<file path="src/rtl/frame_fifo_mc.sv">
// Channel-masked frame assembler feeding a FRAME_DEPTH-deep frame FIFO with drop/overwrite overflow policy.
// Optional frame tagging is enabled by defining FRAME_FIFO_MC_TAG_EN.
module frame_fifo_mc #(
    parameter int NUM_CH      = 8,
    parameter int WORD_W      = 16,
    parameter int FRAME_DEPTH = 16,
    parameter int OVF_MODE    = 0,
    localparam int ADDR_W     = $clog2(FRAME_DEPTH)
) (
    input  logic                       SAMPLE_CLK,
    input  logic                       RST_sync,
    input  logic                       ENSAMP_sync,
    input  logic [WORD_W-1:0]          RESULT,
    input  logic                       DONE,
    input  logic [NUM_CH-1:0]          CHSEL,
    input  logic [NUM_CH-1:0]          CHMASK,
    input  logic [ADDR_W:0]            WATERMARK,
    input  logic                       FIFO_POP,
    output logic [NUM_CH*WORD_W-1:0]   FRAME_DATA,
    output logic [NUM_CH-1:0]          FRAME_CHMASK,
    output logic                       FRAME_VALID,
    output logic [ADDR_W:0]            FILL_LEVEL,
    output logic                       DATA_RDY,
    output logic                       OVERFLOW_PULSE,
`ifdef FRAME_FIFO_MC_TAG_EN
    output logic [7:0]                 FRAME_TAG,
`endif
    output logic                       UNDERFLOW_PULSE
);

    localparam logic [ADDR_W:0] DEPTH_L = (ADDR_W+1)'(FRAME_DEPTH);

    logic [NUM_CH*WORD_W-1:0] r_mem_data [FRAME_DEPTH];
    logic [NUM_CH-1:0]        r_mem_mask [FRAME_DEPTH];

    logic [NUM_CH*WORD_W-1:0] r_stg_data;
    logic [NUM_CH-1:0]        r_stg_mask;
    logic [ADDR_W:0]          r_wr_ptr;
    logic [ADDR_W:0]          r_rd_ptr;
    logic [ADDR_W:0]          r_fill;
    logic [NUM_CH*WORD_W-1:0] r_frame_data;
    logic [NUM_CH-1:0]        r_frame_mask;
    logic                     r_valid;
    logic                     r_ovf;
    logic                     r_unf;

    logic                     w_onehot;
    logic                     w_accept;
    logic                     w_commit;
    logic [NUM_CH*WORD_W-1:0] w_frame_data;
    logic [NUM_CH-1:0]        w_frame_mask;
    logic                     w_full;
    logic                     w_empty;
    logic                     w_rd_ok;
    logic                     w_ovf;
    logic                     w_wr_en;
    logic                     w_rd_adv;
    logic [ADDR_W:0]          w_wr_nxt;
    logic [ADDR_W:0]          w_rd_nxt;
    logic [ADDR_W:0]          w_wm_eff;

    always_comb begin
        w_onehot     = (CHSEL != '0) && ((CHSEL & (CHSEL - NUM_CH'(1))) == '0);
        w_accept     = ENSAMP_sync && DONE && w_onehot && ((CHSEL & CHMASK) != '0);
        w_commit     = w_accept && (((r_stg_mask | CHSEL) & CHMASK) == CHMASK);
        w_frame_mask = r_stg_mask | CHSEL;
        w_frame_data = r_stg_data;
        for (int unsigned k = 0; k < NUM_CH; k++) begin
            if (CHSEL[k]) w_frame_data[k*WORD_W +: WORD_W] = RESULT;
        end
        w_full   = (r_fill == DEPTH_L);
        w_empty  = (r_fill == '0);
        w_rd_ok  = FIFO_POP && !w_empty;
        // A same-cycle pop frees the slot, so only an unpopped full commit is an overflow.
        w_ovf    = w_commit && w_full && !FIFO_POP;
        w_wr_en  = w_commit && !(w_ovf && (OVF_MODE == 0));
        w_rd_adv = w_rd_ok || (w_ovf && (OVF_MODE != 0));
        w_wr_nxt = r_wr_ptr + (ADDR_W+1)'(w_wr_en);
        w_rd_nxt = r_rd_ptr + (ADDR_W+1)'(w_rd_adv);
        w_wm_eff = (WATERMARK == '0) ? (ADDR_W+1)'(1) : WATERMARK;
    end

    assign FRAME_DATA      = r_frame_data;
    assign FRAME_CHMASK    = r_frame_mask;
    assign FRAME_VALID     = r_valid;
    assign FILL_LEVEL      = r_fill;
    assign OVERFLOW_PULSE  = r_ovf;
    assign UNDERFLOW_PULSE = r_unf;
    assign DATA_RDY        = ENSAMP_sync && (r_fill >= w_wm_eff);

`ifdef FRAME_FIFO_MC_TAG_EN
    logic [7:0] r_mem_tag [FRAME_DEPTH];
    logic [7:0] r_tag_cnt;
    logic [7:0] r_tag;

    assign FRAME_TAG = r_tag;

    always_ff @(posedge SAMPLE_CLK or posedge RST_sync) begin
        if (RST_sync) begin
            r_tag_cnt <= '0;
            r_tag     <= '0;
        end else if (!ENSAMP_sync) begin
            r_tag_cnt <= '0;
            r_tag     <= '0;
        end else begin
            if (w_commit) r_tag_cnt <= r_tag_cnt + 8'd1;
            if (FIFO_POP) r_tag <= w_empty ? '0 : r_mem_tag[r_rd_ptr[ADDR_W-1:0]];
        end
    end

    always_ff @(posedge SAMPLE_CLK) begin
        if (w_wr_en && !RST_sync) r_mem_tag[r_wr_ptr[ADDR_W-1:0]] <= r_tag_cnt + 8'd1;
    end
`endif

    always_ff @(posedge SAMPLE_CLK) begin
        if (w_wr_en && !RST_sync) begin
            r_mem_data[r_wr_ptr[ADDR_W-1:0]] <= w_frame_data;
            r_mem_mask[r_wr_ptr[ADDR_W-1:0]] <= w_frame_mask;
        end
    end

    always_ff @(posedge SAMPLE_CLK or posedge RST_sync) begin
        if (RST_sync) begin
            r_wr_ptr     <= '0;
            r_rd_ptr     <= '0;
            r_fill       <= '0;
            r_stg_data   <= '0;
            r_stg_mask   <= '0;
            r_frame_data <= '0;
            r_frame_mask <= '0;
            r_valid      <= 1'b0;
            r_ovf        <= 1'b0;
            r_unf        <= 1'b0;
        end else if (!ENSAMP_sync) begin
            r_wr_ptr     <= '0;
            r_rd_ptr     <= '0;
            r_fill       <= '0;
            r_stg_data   <= '0;
            r_stg_mask   <= '0;
            r_frame_data <= '0;
            r_frame_mask <= '0;
            r_valid      <= 1'b0;
            r_ovf        <= 1'b0;
            r_unf        <= 1'b0;
        end else begin
            r_wr_ptr <= w_wr_nxt;
            r_rd_ptr <= w_rd_nxt;
            r_fill   <= w_wr_nxt - w_rd_nxt;
            if (w_commit) begin
                r_stg_data <= '0;
                r_stg_mask <= '0;
            end else if (w_accept) begin
                r_stg_data <= w_frame_data;
                r_stg_mask <= w_frame_mask;
            end
            r_valid <= 1'b0;
            r_unf   <= 1'b0;
            r_ovf   <= w_ovf;
            if (FIFO_POP) begin
                if (w_empty) begin
                    r_frame_data <= '0;
                    r_frame_mask <= '0;
                    r_unf        <= 1'b1;
                end else begin
                    r_frame_data <= r_mem_data[r_rd_ptr[ADDR_W-1:0]];
                    r_frame_mask <= r_mem_mask[r_rd_ptr[ADDR_W-1:0]];
                    r_valid      <= 1'b1;
                end
            end
        end
    end

endmodule

</file>
<file path="config.mk">
export PLATFORM = sky130hd
export DESIGN_NAME = frame_fifo_mc
export DESIGN_NICKNAME = d
export VERILOG_FILES = /design/src/rtl/frame_fifo_mc.sv
export SDC_FILE = /design/constraint.sdc
export NUM_CORES = 2
export LEC_CHECK = 0
export ABC_AREA = 1
export ABC_CLOCK_PERIOD_IN_PS = 15600
export CAP_MARGIN = 10
export CORE_UTILIZATION = 45
export DETAILED_ROUTE_END_ITERATION = 10
export GPL_TIMING_DRIVEN = 0
export REMOVE_ABC_BUFFERS = 1
export SYNTH_ARGS = -nofsm -noshare
export SYNTH_HDL_FRONTEND = slang
export SYNTH_SLANG_ARGS = --single-unit
</file>
<file path="constraint.sdc">
create_clock -name SAMPLE_CLK -period 15.6 [get_ports SAMPLE_CLK]
set_input_delay 2.34 -clock SAMPLE_CLK [delete_from_list [all_inputs] [get_ports SAMPLE_CLK]]
set_output_delay 2.34 -clock SAMPLE_CLK [all_outputs]
set_load 0.005 [all_outputs]
</file>
# Word level (Yosys, flattened, before mapping)
# Memory sizes are Yosys's and may differ from the RTL's.
# Cells that the tools add are included.
# op_classes
n_addsub	4
order_cmp	1
n_eq_ne	4
n_mux	33
bitwise_logic	4
reduce_logical	20
# ops
operator	n
128-bit two-way mux	6
16-bit two-way mux	8
8-bit two-way mux	6
8-bit AND	3
5-bit two-way mux	4
8-bit nonzero test	2
1-bit logical AND	11
5-bit by 1-bit adder with 5-bit output	2
5-bit logical NOT	2
1-bit two-way mux	9
8-bit equality test	1
8-bit logical NOT	1
8-bit bitwise OR	1
8-bit by 1-bit subtractor with 8-bit output, second input constant	1
5-bit equality test, second input constant	1
5-bit >= comparator	1
5-bit subtractor	1
1-bit logical NOT	4
3-bit by 1-bit != test with 1-bit output, second input constant	1
2-bit by 1-bit != test with 1-bit output, second input constant	1
# word_totals
ff_bits	290
ram_bits	2176
in_bits	42
word_cells	78
memories	2
# memory_table
name	words	word_bits	rd	rd_ports_with_merged_regs	write_ports	line	text
r_mem_data	16	128	1	0	1	33	logic [NUM_CH*WORD_W-1:0] r_mem_data [FRAME_DEPTH];
r_mem_mask	16	8	1	0	1	34	logic [NUM_CH-1:0] r_mem_mask [FRAME_DEPTH];

# Longest topological paths before layout
# depth
depth_word	14
mapped_depth	21
ltp_nobuf	18

# Least setup slack after synthesis
# No wires, ideal clock.
# synth_timing
path_kind	input -> register
from	in RST_sync
to	mem r_mem_data[0][0] (netlist bit) (enable)
arrival_ps	15345
slack_ps	-377
cell_stages	3
n_path_buf	0
path_cell_list	inv_1 > nand4_1 > nor2_1
# synth_via
elab_chain_cells	4
# synth_rtl
item	line	text
start, declared	11	input logic RST_sync,
1-bit logical NOT (no line)	--	
1-bit logical AND	117	if (w_wr_en && !RST_sync) begin
1-bit two-way mux	117	
1-bit two-way mux (implied by the code)	118	r_mem_data[r_wr_ptr[ADDR_W-1:0]] <= w_frame_data;
end, declared	33	
# No other way between the ends.

# Worst setup path after layout
# layout_timing
from	in ENSAMP_sync
to	mem r_mem_data[5][13] (netlist bit) (enable)
# layout_via
elab_chain_cells	11
# layout_rtl
item	line	text
start, declared	12	input logic ENSAMP_sync,
1-bit logical AND (*) (3 in a row)	64	w_accept = ENSAMP_sync && DONE && w_onehot && ((CHSEL & CHMASK) != '0);
1-bit logical AND (*)	65	w_commit = w_accept && (((r_stg_mask | CHSEL) & CHMASK) == CHMASK);
1-bit logical AND (2 in a row)	75	w_ovf = w_commit && w_full && !FIFO_POP;
1-bit logical NOT	76	w_wr_en = w_commit && !(w_ovf && (OVF_MODE == 0));
1-bit logical AND (*)	76	
1-bit logical AND (*)	117	
1-bit two-way mux (*)	117	
1-bit two-way mux (implied by the code) (*)	118	
# Every way passes the cells marked *; elsewhere a longest branch is shown, timed or not.

==> results_dict.tcl <==
set metrics [dict create \
    rows 170 \
    cp.arrival_ns 8.49 \
    cts_hold_buf 0 \
    synth_cell_type_count 37 \
    core_sq_um 215000 \
    cp.required_ns 16.15 \
    dp_worst_setup_slack_ns 6.83 \
    syn_area_per_cell_sq_um 12.9 \
    holdPathEnd "FRAME_CHMASK[3]$_DFFE_PP0P_" \
    rsz0062_at_grt "false" \
    cts_resized 0 \
    skew_ns 0.0382 \
    wl_microns 284000 \
    placed_cell_area_sq_um 105000 \
    slew_viol_final 0 \
    place_inst 10200 \
    netlist_area_sq_um 97200 \
    netlist.area_leader.share_pct 67.3 \
    drt_first_pass_iters 5 \
    p_leak_nw 38.4 \
    finalSetupTns_ns 0 \
    die_x_microns 467 \
    crit_fanout 98 \
    die_height_microns 467 \
    drt_iter0_markers 6698 \
    antenna_found_initial 7 \
    hold_depth 2 \
    synthTopCellsByArea "edfxtp_1 (67%), dfrtp_1 (7.5%), o21ai_0 (6.8%)" \
    syn_to_final_growth_pct 16.4 \
    grt_overflow 0 \
    final-setup-viol-count 0 \
    drive_gt1_share_pct 8.04 \
    postRouteAntennaNets 0 \
    remaining_drc_errors 0 \
    post-route-util_pct 52.7 \
    io_pins 187 \
    synth_cells 7558 \
    holdCritPathClass "reg2reg" \
    root_buffer "clkbuf_16" \
    htreeDepth 4 \
    hpwlAfterDp_microns 156000 \
    seqCellArea_sq_um 72600 \
    crit_path_start_kind "primary input" \
    worstHoldStart "FRAME_CHMASK[3]$_DFFE_PP0P_" \
    p_per_area_nw_per_um2 144 \
    vias_per_cell 5.97 \
    fin_nets 7660 \
    clockBufferDepth 3 \
    timing.rr.end "r_mem_data[5][13]$_DFFE_PP_" \
    layout.cells.non_filler 10700 \
    reg2regPathDepth 12 \
    worst_pin_slew_ns 1.33 \
    endpoint_kind "flip-flop" \
    hold_viol 0 \
    final_cell_mix "edfxtp_1 (2176), o21ai_0 (1319), nor2_1 (1141)" \
    timing.fmax_mhz 126 \
    place_congestion 0.709 \
    cts_sinks 2466 \
    multi_input_area_sq_um 21700 \
    vdd_drop_max_v 0.000102 \
    vias 63700 \
    slew_headroom_pct 11.2 \
    fillers 17500 \
    rrSetupSlack_ns 10.84 \
    grt_max_degree 160 \
    postCtsSetupRepairBufs 0 \
    initial_core_util_pct 45.3 \
    worstSetupPathType "in2reg" \
    fin_crit_sh_pct 50.9 \
    routedWlPerCell_microns 26.6 \
    io_buffers 186 \
    clkTransAtPathRegs_ns 0.06 \
    r2r_start "r_stg_mask[1]$_DFFE_PP0P_" \
    cts_tree "done" \
    track_usage_pct 25.7 \
    maxCapViolations 0 \
    yosysWarnings 0 \
    yosysTopAreaCell "edfxtp_1" \
    setup_slack_ns 7.66 \
    fin_area_sq_um 113000 \
    cts_buffers 241 \
    grt_pass1_wl_microns 416000 \
    finalPower_mw 16.3 \
    clk_latency_ns 0.89 \
    layout_commonest_cell "edfxtp_1" \
    die_area_sq_um 218000 \
    fin_crit_ns 7.94 \
    ys_seq_area_share_pct 74.7 \
    grt_pass1_vias 62700 \
    status "complete, no violations" \
    ys_ff_latch 2466 \
    whs_ns 0.503 \
]
==> synth_stat cells <==
cell type,instances
nor2_2,3
inv_2,4
or2_1,1
edfxtp_1,2176
o31ai_1,26
o22ai_1,84
o21bai_1,1
nand3_1,538
xnor2_1,4
o211ai_1,17
nand4_1,4
o21ai_2,14
xor2_1,5
buf_6,4
o221ai_1,443
nor2_1,1157
o21ai_0,1319
nor3_1,5
nand2_1,639
dfrtp_1,290
a21oi_1,26
inv_1,192
a21oi_4,4
ha_1,13
o21ai_1,5
nand2_4,1
buf_1,57
buf_2,64
a21o_1,1
nand2_2,1
or2_4,1
nor4_1,1
buf_12,1
fa_1,1
a41o_1,1
a21oi_2,2
clkbuf_1,453
==> power breakdown <==
group	internal [mW]	switching, mW	leakage [nW]	total [mW]
clock	3.41	2.49	3.97	5.90
combinational	0.962	2.02	11.2	2.98
sequential	7.30	0.108	23.1	7.41
==> per-layer routing <==
layer	vias up	global-route usage, %	wire, microns
li1	28100	-	-
met1	32400	33.9	115000
met2	2636	43.9	140000
met3	460	3.66	20500
met4	6	8.41	8360
met5	-	0	37
==> registers in the layout, summed over array words and instances (netlist names) <==
signal,cells
r_mem_data,2048
FRAME_DATA,128
r_mem_mask,128
r_stg_data,128
FRAME_CHMASK,8
r_stg_mask,8
FILL_LEVEL,5
r_rd_ptr,5
r_wr_ptr,5
FRAME_VALID,1
OVERFLOW_PULSE,1
UNDERFLOW_PULSE,1
==> worst max-delay path: stages <==
cell and delay [ns]:
buf_8 0.20, buf_16 0.39, buf_16 0.44, nand2_1 0.12, a21oi_1 0.14, nand3_1 0.12, nor2_1 0.20, nand3_4 0.54
buf_16 0.42, buf_16 0.24, buf_16 0.26, nor2_1 0.29, nand4_1 0.51, nor2_4 0.99, buf_12 0.31, buf_12 0.23
buf_12 0.21, buf_12 0.23
==> how the worst max path moves through the flow <==
stage | startpoint | endpoint | slack (ns) | depth (start not counted)
finish | ENSAMP_sync | r_mem_data[5][13]$_DFFE_PP_ | 7.66 | 18
global route | ENSAMP_sync | r_mem_data[5][13]$_DFFE_PP_ | 7.40 | 18
CTS | ENSAMP_sync | r_mem_data[5][13]$_DFFE_PP_ | 7.73 | 18
detailed placement | ENSAMP_sync | r_mem_data[5][72]$_DFFE_PP_ | 6.83 | 18
global placement | r_rd_ptr[0]$_DFF_PP0_ | FRAME_DATA[20]$_DFFE_PP0P_ | -116.74 | 7
floorplan | r_rd_ptr[0]$_DFF_PP0_ | FRAME_CHMASK[1]$_DFFE_PP0P_ | -34.67 | 7
==> cell type report <==
cell class	instances	area share, %
clock buffers	337	6.05
flip-flops and latches	2466	64.2
well taps	2838	3.14
multi-input cells	4317	19.2
clock inverters	124	1.09
diodes	4	0.00885
inverters	196	0.695
repair buffers	382	5.63
==> cell families (layout without fill, tap and decap cells) <==
kind of cell	Yosys count	count (layout)	synth area share, %
other	0	4	0
buffers and inverters	775	1039	3.12
DFF	2466	2466	74.7
xor gates and xnor gates	9	9	0.0811
adders and majority gates	14	14	0.188
and+or+nand+nor	2351	2351	9.82
AOI/OAI and AO/OA	1943	1943	12.1
Power figures use the tool's default switching activity.
